[src/rtl/lsu_pkg.sv]
// Shared constants for the load/store unit: RV32I width codes, FSM state encodings
// and the funct3 legality check.
package lsu_pkg;

    localparam logic [2:0] F3_B  = 3'b000;
    localparam logic [2:0] F3_H  = 3'b001;
    localparam logic [2:0] F3_W  = 3'b010;
    localparam logic [2:0] F3_BU = 3'b100;
    localparam logic [2:0] F3_HU = 3'b101;

    typedef logic [2:0] lsu_state_t;

    localparam lsu_state_t IDLE    = 3'd0;
    localparam lsu_state_t RD      = 3'd1;
    localparam lsu_state_t RD_WAIT = 3'd2;
    localparam lsu_state_t WR      = 3'd3;
    localparam lsu_state_t RESP    = 3'd4;

    // Stores only have B/H/W; loads additionally have the unsigned BU/HU forms.
    function automatic logic f3_illegal(input logic is_store, input logic [2:0] f3);
        if (is_store)
            return !((f3 == F3_B) || (f3 == F3_H) || (f3 == F3_W));
        else
            return !((f3 == F3_B) || (f3 == F3_H) || (f3 == F3_W) ||
                     (f3 == F3_BU) || (f3 == F3_HU));
    endfunction

endpackage

[src/rtl/lsu_align.sv]
// Combinational lane logic: extracts and extends load data from a RAM word, and merges
// byte/half store data into a read word for read-modify-write.
module lsu_align
    import lsu_pkg::*;
#(
    parameter int XLEN = 32
) (
    input  logic [2:0]      i_funct3,
    input  logic [1:0]      i_ea_lo,
    input  logic [XLEN-1:0] i_word,
    input  logic [XLEN-1:0] i_wdata,
    output logic [XLEN-1:0] o_load_data,
    output logic [XLEN-1:0] o_store_word
);

    logic [7:0]  w_byte;
    logic [15:0] w_half;

    assign w_byte = i_word[{i_ea_lo, 3'b000} +: 8];
    assign w_half = i_word[{i_ea_lo[1], 4'b0000} +: 16];

    always_comb begin
        o_load_data = i_word;
        case (i_funct3)
            F3_B:    o_load_data = {{(XLEN-8){w_byte[7]}}, w_byte};
            F3_BU:   o_load_data = {{(XLEN-8){1'b0}}, w_byte};
            F3_H:    o_load_data = {{(XLEN-16){w_half[15]}}, w_half};
            F3_HU:   o_load_data = {{(XLEN-16){1'b0}}, w_half};
            default: o_load_data = i_word;
        endcase
    end

    always_comb begin
        o_store_word = i_word;
        case (i_funct3)
            F3_B:    o_store_word[{i_ea_lo, 3'b000} +: 8]     = i_wdata[7:0];
            F3_H:    o_store_word[{i_ea_lo[1], 4'b0000} +: 16] = i_wdata[15:0];
            default: o_store_word = i_wdata;
        endcase
    end

endmodule

[src/rtl/lsu_ctrl.sv]
// Load/store unit in front of a 1-cycle registered-read word RAM; byte/half stores use RMW.
// Build option: define LSU_MISALIGN_TRAP_EN to trap misaligned H/W accesses instead of force-aligning.
//
// state   | meaning
// IDLE    | ready for a request, no RAM strobes
// RD      | mem_re asserted for the latched word
// RD_WAIT | RAM data present: extract load result or merge store lane
// WR      | mem_we asserted for one cycle
// RESP    | rsp_valid held until rsp_ready
module lsu_ctrl
    import lsu_pkg::*;
#(
    parameter int ADDR_W = 5,
    parameter int XLEN   = 32
) (
    input  logic              i_clk,
    input  logic              i_rst,
    input  logic              i_req_valid,
    output logic              o_req_ready,
    input  logic              i_req_is_store,
    input  logic [2:0]        i_req_funct3,
    input  logic [XLEN-1:0]   i_req_rs1,
    input  logic [XLEN-1:0]   i_req_imm,
    input  logic [XLEN-1:0]   i_req_wdata,
    output logic              o_rsp_valid,
    input  logic              i_rsp_ready,
    output logic [XLEN-1:0]   o_rsp_data,
    output logic              o_rsp_err,
    output logic [ADDR_W-1:0] o_mem_addr,
    output logic              o_mem_re,
    output logic              o_mem_we,
    output logic [XLEN-1:0]   o_mem_wdata,
    input  logic [XLEN-1:0]   i_mem_rdata
);

    lsu_state_t        r_state;
    logic [2:0]        r_funct3;
    logic              r_is_store;
    logic [1:0]        r_ea_lo;
    logic [XLEN-1:0]   r_wdata;
    logic              r_rsp_valid;
    logic              r_rsp_err;
    logic [XLEN-1:0]   r_rsp_data;
    logic [ADDR_W-1:0] r_mem_addr;
    logic              r_mem_re;
    logic              r_mem_we;
    logic [XLEN-1:0]   r_mem_wdata;

    logic [XLEN-1:0]   w_ea;
    logic [XLEN-1:0]   w_ea_fixed;
    logic              w_is_half;
    logic              w_is_word;
    logic              w_illegal;
    logic              w_misalign;
    logic [XLEN-1:0]   w_load_data;
    logic [XLEN-1:0]   w_store_word;
    logic              w_unused_ea;

    assign w_ea      = i_req_rs1 + i_req_imm;
    assign w_is_half = (i_req_funct3[1:0] == 2'b01);
    assign w_is_word = (i_req_funct3 == F3_W);
    assign w_illegal = f3_illegal(i_req_is_store, i_req_funct3);

    always_comb begin
        w_ea_fixed = w_ea;
        w_misalign = 1'b0;
`ifdef LSU_MISALIGN_TRAP_EN
        w_misalign = (w_is_half && w_ea[0]) || (w_is_word && (w_ea[1:0] != 2'b00));
`else
        if (w_is_half)
            w_ea_fixed[0] = 1'b0;
        if (w_is_word)
            w_ea_fixed[1:0] = 2'b00;
`endif
    end

    // Byte-address bits above the RAM word index are dropped so addresses wrap.
    assign w_unused_ea = ^w_ea_fixed[XLEN-1:ADDR_W+2];

    lsu_align #(.XLEN(XLEN)) u_align (
        .i_funct3     (r_funct3),
        .i_ea_lo      (r_ea_lo),
        .i_word       (i_mem_rdata),
        .i_wdata      (r_wdata),
        .o_load_data  (w_load_data),
        .o_store_word (w_store_word)
    );

    always_ff @(posedge i_clk or posedge i_rst) begin
        if (i_rst) begin
            r_state     <= IDLE;
            r_funct3    <= F3_B;
            r_is_store  <= 1'b0;
            r_ea_lo     <= 2'b00;
            r_wdata     <= '0;
            r_rsp_valid <= 1'b0;
            r_rsp_err   <= 1'b0;
            r_rsp_data  <= '0;
            r_mem_addr  <= '0;
            r_mem_re    <= 1'b0;
            r_mem_we    <= 1'b0;
            r_mem_wdata <= '0;
        end else begin
            case (r_state)
                IDLE: begin
                    if (i_req_valid) begin
                        r_funct3   <= i_req_funct3;
                        r_is_store <= i_req_is_store;
                        r_ea_lo    <= w_ea_fixed[1:0];
                        r_wdata    <= i_req_wdata;
                        r_mem_addr <= w_ea_fixed[ADDR_W+1:2];
                        if (w_illegal || w_misalign) begin
                            r_rsp_err   <= 1'b1;
                            r_rsp_data  <= '0;
                            r_rsp_valid <= 1'b1;
                            r_state     <= RESP;
                        end else if (i_req_is_store && w_is_word) begin
                            r_mem_wdata <= i_req_wdata;
                            r_mem_we    <= 1'b1;
                            r_state     <= WR;
                        end else begin
                            r_mem_re <= 1'b1;
                            r_state  <= RD;
                        end
                    end
                end
                RD: begin
                    r_mem_re <= 1'b0;
                    r_state  <= RD_WAIT;
                end
                RD_WAIT: begin
                    if (r_is_store) begin
                        r_mem_wdata <= w_store_word;
                        r_mem_we    <= 1'b1;
                        r_state     <= WR;
                    end else begin
                        r_rsp_data  <= w_load_data;
                        r_rsp_err   <= 1'b0;
                        r_rsp_valid <= 1'b1;
                        r_state     <= RESP;
                    end
                end
                WR: begin
                    r_mem_we    <= 1'b0;
                    r_rsp_data  <= '0;
                    r_rsp_err   <= 1'b0;
                    r_rsp_valid <= 1'b1;
                    r_state     <= RESP;
                end
                RESP: begin
                    if (i_rsp_ready) begin
                        r_rsp_valid <= 1'b0;
                        r_rsp_err   <= 1'b0;
                        r_state     <= IDLE;
                    end
                end
                default: begin
                    r_mem_re    <= 1'b0;
                    r_mem_we    <= 1'b0;
                    r_rsp_valid <= 1'b0;
                    r_state     <= IDLE;
                end
            endcase
        end
    end

    assign o_req_ready = (r_state == IDLE);
    assign o_rsp_valid = r_rsp_valid;
    assign o_rsp_err   = r_rsp_err;
    assign o_rsp_data  = r_rsp_data;
    assign o_mem_addr  = r_mem_addr;
    assign o_mem_re    = r_mem_re;
    assign o_mem_we    = r_mem_we;
    assign o_mem_wdata = r_mem_wdata;

endmodule

[config.mk]
export PLATFORM = sky130hd
export DESIGN_NAME = lsu_ctrl
export DESIGN_NICKNAME = d
export VERILOG_FILES = /design/src/rtl/lsu_pkg.sv /design/src/rtl/lsu_align.sv /design/src/rtl/lsu_ctrl.sv
export SDC_FILE = /design/constraint.sdc
export NUM_CORES = 1
export LEC_CHECK = 0
export CORE_MARGIN = 3
export CORE_UTILIZATION = 48
export CTS_BUF_LIST = sky130_fd_sc_hd__clkbuf_8
export DETAILED_ROUTE_END_ITERATION = 8
export PLACE_DENSITY = 0.83
export SLEW_MARGIN = 20
export SYNTH_ARGS = -nofsm -noshare
export SYNTH_HDL_FRONTEND = slang
export SYNTH_SLANG_ARGS = --single-unit
export TNS_END_PERCENT = 20
[constraint.sdc]
create_clock -name i_clk -period 5 [get_ports i_clk]
set_clock_uncertainty 0.2 [all_clocks]
set_input_delay 0.75 -clock i_clk [delete_from_list [all_inputs] [get_ports i_clk]]
set_output_delay 0.75 -clock i_clk [all_outputs]
set_load 0.03 [all_outputs]
[Word-level counts from Yosys, hierarchy flattened]
Cells that the tools add are included.
Storage, ports and cells
  register bits after elaboration: 114
  bits in latches: 0
  memory bits (writable): 0
  memory bits (read-only): 0
  memories: 0
Cells by class
  add/sub/neg operators: 3
  multiply operators: 0
  divide/modulo/power cells: 0
  order comparisons: 0
  eq/ne operators: 20
  shift-type cells: 6
  muxes and demuxes: 38
  bitwise operators: 3
  reductions and logical operators: 23
Operator list (number)
  2-to-1 mux 32 bit: 7
  case mux 32 bit (2 select lines): 2
  case mux 32 bit (4 select lines): 1
  case mux 32 bit (3 select lines): 1
  bitwise mux 32 bit: 2
  variable shift 16 x 7 -> 32 bit (first input constant): 1
  variable shift 8 x 7 -> 32 bit (first input constant): 1
  variable part select 16 x 7 -> 32 bit: 1
  variable part select 32 x 6 -> 16 bit: 1
  variable part select 32 x 6 -> 8 bit: 1
  variable part select 8 x 7 -> 32 bit: 1
  AND reduction 5 bit: 4
  == test 3 bit (second input constant): 5
  case mux 3 bit (5 select lines): 1
  2-to-1 mux 1 bit: 14
  negation 5 -> 7 bit: 2
  2-to-1 mux 3 bit: 4
  != test 2 bit (second input constant): 6
  == test 3 x 1 -> 1 bit (second input constant): 3
  == test 3 x 2 -> 1 bit (second input constant): 3
  logical NOT 3 bit: 3
  AND reduction 4 bit: 2
  adder 7 bit: 1
  case mux 1 bit (5 select lines): 1
  other kinds (16): 25

[Depth between registers and ports, before layout]
Gate-level depths: netlist of run 1.
  depth in word-level cells: 10
  mapped depth: 10

[Hierarchy]
From an unflattened synthesis of run 1, not the netlist that was laid out.
Unflattened totals
  cell total of the unflattened synthesis: 728
  area, all modules: 6730.2 um^2
Modules (own cells, without submodules)
  lsu_ctrl: times used 1, cells each 476, area an instance 5023.6 um^2
  lsu_align: times used 1, cells each 252, area an instance 1706.6 um^2

[Worst setup path before layout of run 1]
Ideal clock, no wire load.
  path type: register to register
  from: reg r_ea_lo[1]
  to: reg r_mem_wdata[25], in the netlist o_mem_wdata[25]
  library setup time: 0.077 ns
  arrival time: 2.167 ns
  required time: 4.723 ns
  setup slack: 2.556 ns
  stages on the path, launching flop included: 10
  period minus slack after synthesis: 2.444 ns
  cells stage by stage: dfrtp_1 buf_6 buf_4 buf_4 inv_2 ha_1 nor4b_2 nand3_1 a41o_1 o21ai_1
On the way
  word-level cells in the longest chain between the ends: 6
Ends and longest elaborated chain
  from (decl): line lsu_ctrl.sv:39  | logic [1:0] r_ea_lo;
  from (signal assigned): line lsu_ctrl.sv:109  | r_ea_lo <= w_ea_fixed[1:0];
  negation 5 -> 7 bit (on tied branches): line lsu_align.sv:37, lsu_align.sv:36
  variable part select 16 x 7 -> 32 bit (tied with other cells): line lsu_align.sv:37  | F3_H: o_store_word[{i_ea_lo[1], 4'b0000} +: 16] = i_wdata[15:0];
  bitwise mux 32 bit (on tied branches): line lsu_align.sv:37, lsu_align.sv:36
  case mux 32 bit (2 select lines) *: line lsu_align.sv:35  | case (i_funct3)
  2-to-1 mux 32 bit *: line lsu_ctrl.sv:132  | if (r_is_store) begin
  case mux 32 bit (2 select lines) *: line lsu_ctrl.sv:104  | case (r_state)
  to (signal assigned): line lsu_ctrl.sv:118  | r_mem_wdata <= i_req_wdata;
  to (signal assigned): line lsu_ctrl.sv:133  | r_mem_wdata <= w_store_word;
  to (decl): line lsu_ctrl.sv:47  | logic [XLEN-1:0] r_mem_wdata;
Mark *: on every way between the ends. The rest lies on a longest branch, timed or not. The select of a mux whose other input is x is not followed.
A chain may end at the register's enable or synchronous reset.

[Worst setup path after layout of run 1]
  from: reg r_ea_lo[1]
  to: reg r_mem_wdata[27], in the netlist o_mem_wdata[27]
Same word-level chain as after synthesis.

==> flow_summary.json, run 1 <==
{
  "synth_xor_area_share_pct": 0.541,
  "grt_pass1_wl_um": 30900,
  "fin_crit_sh_pct": 62.7,
  "netlist_top_cells_area": "dfrtp_1 44%, mux2_1 7.3%, mux2i_1 3.6%, nand2_1 3.0%, a221oi_1 2.8%",
  "synth_area_sq_um": 6470,
  "synth_top_area_cell": "dfrtp_1",
  "slowest_stage": "nor4b_2",
  "slowest_delay_ps": 690,
  "dr.pass1.iters": 5,
  "hpwl_um": 14500,
  "area_delta_synth_final_pct": 30.5,
  "crit_path_end_kind": "register",
  "timing.rr.end": "o_mem_wdata[27]$_DFFE_PP0P_",
  "avgSynthCellArea_sq_um": 10.4,
  "synth_compound_area_share_pct": 22.2,
  "cts_htree_levels": 4,
  "dieWidth_um": 122,
  "cp_common_cell": "nand3_1",
  "grt_util_all_layers_pct": 26.5,
  "period_needed_ps": 3140,
  "io_pins": 210,
  "ctsResizeCount": 0,
  "synth-edff-count": 0,
  "antenna_found_initial": 0,
  "hold_viol_final": 0,
  "cts.sinks": 114,
  "synth_top_family_by_area": "compound AO/OA/AOI/OAI gates",
  "wl_per_cell_um": 20.7,
  "post_cts.repair.setup_buffers": 0,
  "drt_iter0_drc": 697,
  "synth_top_area_share_pct": 44.1,
  "drv_slew": 0,
  "final_nets": 909,
  "worstSetupStartpoint": "r_ea_lo[1]$_DFFE_PP0P_",
  "yosysSeqAreaShare_pct": 44.1,
  "setup_ws_ps": 1860,
  "worstPathRequired_ps": 5180,
  "clkTransAtPathRegs_ps": 80,
  "timing.rr.start": "r_ea_lo[1]$_DFFE_PP0P_",
  "ir_worst_vdd_mv": 0.287,
  "leakage_nw": 3.48,
  "drc_errors": 0,
  "gr-total-overflow": 0,
  "synth_cells": 623,
  "clk_path_buf_depth": 2,
  "hp-class": "reg2reg",
  "syn-num-nets": 771,
  "startpoint_type": "register",
  "die-area_sq_um": 14900,
  "clock_latency_ps": 450,
  "root_buffer": "clkbuf_8",
  "gp_congestion": 0.897,
  "path_cells": "buf_4 > inv_2 > ha_1 > nor4b_2 > nand3_1 > a211o_1 > nand3_1",
  "criticalPathCategory": "reg2reg",
  "cts_tree": "done",
  "ant_nets": 0,
  "drt_wl_total_um": 19500,
  "synth-adder-area-share_pct": 2.43,
  "pre_cts_slack_ps": 1610,
  "grt_pass1_vias": 5874,
  "rsz0062_at_grt": "false",
  "ys_warn_count": 0,
  "max_slew_margin_pct": 25.1,
  "fmax_mhz": 319,
  "ys_async_sr_fraction_pct": 100,
  "cts_buffers": 17,
  "cp_max_fo": 20,
  "row_count": 41,
  "synthSimpleGateAreaFrac_pct": 14.2,
  "p_per_area_nw_per_um2": 648,
  "cp_data_arrival_time_ps": 3320,
  "via_per_inst": 6.31,
  "synth_seq_cells": 114,
  "portBuffers": 159,
  "synth_flop_cell": "dfrtp_1",
  "cp.buffers_inverters": 2,
  "fp.dieH_um": 122,
  "finalSetupViolCount": 0,
  "synth_mux_area_share_pct": 12.1,
  "tightest_slew_ps": 1120,
  "diodes": 0,
  "worstSetupPathDepth": 7,
  "tns_ps": 0,
  "critPathTopFamily": "simple AND/OR/NAND/NOR gates",
  "status": "completed",
  "rr_worst_depth": 7,
  "crit_end": "o_mem_wdata[27]$_DFFE_PP0P_",
  "core_area_sq_um": 12900,
  "r2r_slack_ps": 1860,
  "n_fill_cell": 1015,
  "grt_max_degree": 50,
  "max_cap_viol_count": 0,
  "vias": 5961,
  "drive_gt1_share_pct": 7.38,
  "start_util_pct": 50.1,
  "ys_types": 75,
  "cts_hold_buf": 0
}
==> cells by family after synthesis <==
| group | count (synthesis) |
|---|---|
| flops | 114 |
| xor+xnor | 4 |
| simple gates | 171 |
| mux | 71 |
| compound gates | 187 |
| fa+ha+maj | 12 |
| buf+inv | 64 |
==> report_power, final <==
part | leakage [nW] | internal [mW] | switching [mW] | total [mW]
logic | 1.88 | 1.24 | 1.70 | 2.94
clock network | 0.187 | 0.363 | 0.365 | 0.728
registers | 1.42 | 1.36 | 0.450 | 1.81
==> worst min-delay path by stage <==
stage | depth (start not counted) | end | startpoint
global route | 1 | o_rsp_data[10]$_DFFE_PP0P_ | o_rsp_data[10]$_DFFE_PP0P_
floorplan | 1 | r_wdata[25]$_DFFE_PP0P_ | r_wdata[25]$_DFFE_PP0P_
detailed placement | 2 | o_mem_wdata[27]$_DFFE_PP0P_ | o_mem_wdata[27]$_DFFE_PP0P_
CTS | 1 | o_rsp_data[12]$_DFFE_PP0P_ | o_rsp_data[12]$_DFFE_PP0P_
finish | 1 | o_rsp_data[12]$_DFFE_PP0P_ | o_rsp_data[12]$_DFFE_PP0P_
global placement | 1 | o_rsp_data[12]$_DFFE_PP0P_ | o_rsp_data[12]$_DFFE_PP0P_
==> layout make-up <==
class                   instances  area [sq um]  share of cell area (%)
multi-input cells             445          3340                    39.6
flip-flops and latches        114          2850                    33.8
repair buffers                167          1650                    19.6
clock buffers                  20           275                    3.26
well taps                     172           215                    2.55
inverters                      16          62.6                   0.741
clock inverters                10          46.3                   0.548
==> worst reg2reg max path, cell delays in order (launching register included) <==
cell	delay, ps
dfrtp_1	670
buf_4	390
inv_2	110
ha_1	350
nor4b_2	690
nand3_1	240
a211o_1	330
nand3_1	100
==> cell usage after synthesis, types with 14 or more instances <==
library cell,n
a221oi_1,21
nand3_1,21
o21ai_1,33
clkbuf_1,21
nor2_1,30
o21ai_0,14
dfrtp_1,114
mux2_1,42
o211ai_1,17
nor2b_1,23
a221o_1,18
mux2i_1,23
nand2_1,52
buf_2,20
==> metal layers <==
layer  wire length (um)  global-route usage [%]
met4                502                    10.4
met3               1750                    5.25
met2               9170                    42.2
met5                  0                       0
met1               8090                    36.0
==> cells in the final DEF, fill, tap and decap left out, drive strengths merged, types with 11 or more instances in the layout <==
cell type	n
clkdlybuf4s50	159
dfrtp	114
nand2	52
mux2	47
o21ai	47
nor2	30
nor2b	23
mux2i	23
nand3	21
a221oi	21
clkbuf	20
a221o	18
inv	18
o211ai	17
ha	11
==> sequential cells by signal (all words and copies together) (netlist names), 2 cells and up <==
signal / flops
o_mem_addr: 5
r_ea_lo: 2
o_mem_wdata: 32
r_wdata: 32
o_rsp_data: 32
r_state: 3
r_funct3: 3
==> stage by stage <==
step / std cells / utilization (%) / hold slack (ps) / cell area [sq um] / power (mW)
after floorplan: 623 / - / 265 / 6470 / 3.67
after global placement: 914 / 62.8 / 268 / 8120 / 4.62
after detailed placement: 914 / 62.8 / 267 / 8120 / 4.72
after CTS: 944 / 65.3 / 292 / 8440 / 5.46
after global routing: 944 / 65.3 / 316 / 8450 / 5.79
final: 944 / 65.3 / 294 / 8450 / 5.48
Note: power is estimated with default switching activity, not from simulation.
==> inputs of run 2 (changes only) <==
Clock period 5 ns to 2.95 ns, I/O delays scaled along.
==> run 2 against run 1 <==
  * Register-to-register slack worse by 1400 ps
  * Routed wire length grew 2.8%
  * Clock power up 140%
  * Largest cell class unchanged
==> flow_summary.json, run 2 (synthesis results as in run 1) <==
{
  "gr-total-overflow": 0,
  "via_per_inst": 6.38,
  "cts.sinks": 114,
  "stdcell_count": 962,
  "ant_nets": 0,
  "rsz0062_at_grt": "false",
  "grt_pass1_vias": 5888,
  "diodes": 0,
  "start_util_pct": 50.1,
  "clkTransAtPathRegs_ps": 70,
  "n_fill_cell": 994,
  "die-area_sq_um": 14900,
  "drc_errors": 0,
  "gp_congestion": 0.884,
  "area_delta_synth_final_pct": 35.1,
  "cp_max_fo": 12,
  "tns_ps": 0,
  "tightest_slew_ps": 1050,
  "root_buffer": "clkbuf_8",
  "portBuffers": 159,
  "cp_data_arrival_time_ps": 2050,
  "core_area_sq_um": 12900,
  "row_count": 41,
  "max_cap_viol_count": 0,
  "hpwl_um": 14600,
  "grt_max_degree": 115,
  "criticalPathCategory": "reg2out",
  "p_per_area_nw_per_um2": 1140,
  "wl_per_cell_um": 20.9,
  "hold_viol_final": 0,
  "use_met2_pct": 42.6,
  "ctsResizeCount": 0,
  "finalSetupViolCount": 0,
  "leakage_nw": 3.61,
  "period_needed_ps": 2690,
  "ir_worst_vdd_mv": 0.487,
  "io_pins": 210,
  "max_slew_margin_pct": 30.1,
  "fmax_mhz": 372,
  "layout_commonest_cell": "clkdlybuf4s50_1",
  "dr.pass1.iters": 6,
  "crit_path_end_kind": "output pin",
  "post_cts.repair.setup_buffers": 0,
  "met3_usage_pct": 6.36,
  "busiest_layer": "met2",
  "startpoint_type": "register",
  "clk_path_buf_depth": 2,
  "grt_util_all_layers_pct": 27.3,
  "cts_buffers": 17,
  "hp-class": "reg2reg",
  "clock_latency_ps": 440,
  "vias": 6136,
  "fin_crit_sh_pct": 91.2,
  "drt_wl_total_um": 20100,
  "worstPathRequired_ps": 2310,
  "grt_pass1_wl_um": 31700,
  "fp.dieH_um": 122,
  "drv_slew": 0,
  "drive_gt1_share_pct": 9.75,
  "dp.cells": 930,
  "status": "completed",
  "dieWidth_um": 122,
  "antenna_found_initial": 0,
  "cts_htree_levels": 4,
  "cts_tree": "done",
  "cts_hold_buf": 0,
  "final_nets": 925,
  "final_cell_mix": "159 x clkdlybuf4s50_1, 114 x dfrtp_1, 52 x nand2_1",
  "use_met1_pct": 36.6,
  "drt_iter0_drc": 646
}
## run 2: layout make-up
type / instances / area [sq um] / share of cell area, %
tap: 172 / 215 / 2.46
sequential: 114 / 2850 / 32.6
inverter: 16 / 63.8 / 0.729
multi-input combinational: 445 / 3340 / 38.2
timing repair buffer: 183 / 1810 / 20.7
clock inverter: 13 / 208 / 2.37
clock buffer: 19 / 262 / 2.99
## run 2: worst max-delay path, cell delays in order, from the launching register on
cell             delay (ps)
dfrtp_1                 530
nor3_2                  340
clkdlybuf4s50_1         740
## run 2: layer usage
metal	vias to the layer above	part of all wire (%)	routed length [um]
met1	2973	40	8070
met3	74	9.8	1960
met2	407	47	9340
met4	0	3.5	703
li1	2682	-	-
met5	-	0	0
## run 2: power by group
group | internal (mW) | switching [mW] | leakage [nW]
Combinational | 2.23 | 3.09 | 1.97
Sequential | 2.30 | 0.646 | 1.42
Clock | 1.05 | 0.671 | 0.224
## run 2: worst paths after layout
path	from	end	slack, ps	cells past startpoint
setup reg to reg	r_ea_lo[1]$_DFFE_PP0P_	o_rsp_data[27]$_DFFE_PP0P_	420	4
hold reg to reg	o_rsp_data[12]$_DFFE_PP0P_	o_rsp_data[12]$_DFFE_PP0P_	280	1
setup / recovery	r_state[0]$_DFFE_PP0P_	o_req_ready	260	2
max in group asynchronous	i_rst	r_wdata[9]$_DFFE_PP0P_	1740	3
min in group asynchronous	i_rst	o_rsp_data[21]$_DFFE_PP0P_	300	3
hold / removal	o_rsp_data[12]$_DFFE_PP0P_	o_rsp_data[12]$_DFFE_PP0P_	280	1
## run 2: metrics by stage
step / power [mW] / setup WS (ps) / utilization [%] / hold slack (ps) / instance area [sq um]
final: 10.0 / 258 / 67.7 / 276 / 8750
after detailed placement: 8.20 / 248 / 64.1 / 268 / 8280
after global routing: 10.5 / 168 / 67.7 / 296 / 8750
after global placement: 8.00 / 286 / 64.1 / 258 / 8280
after floorplan: 6.23 / 506 / - / 265 / 6480
after CTS: 9.96 / 248 / 67.7 / 284 / 8750
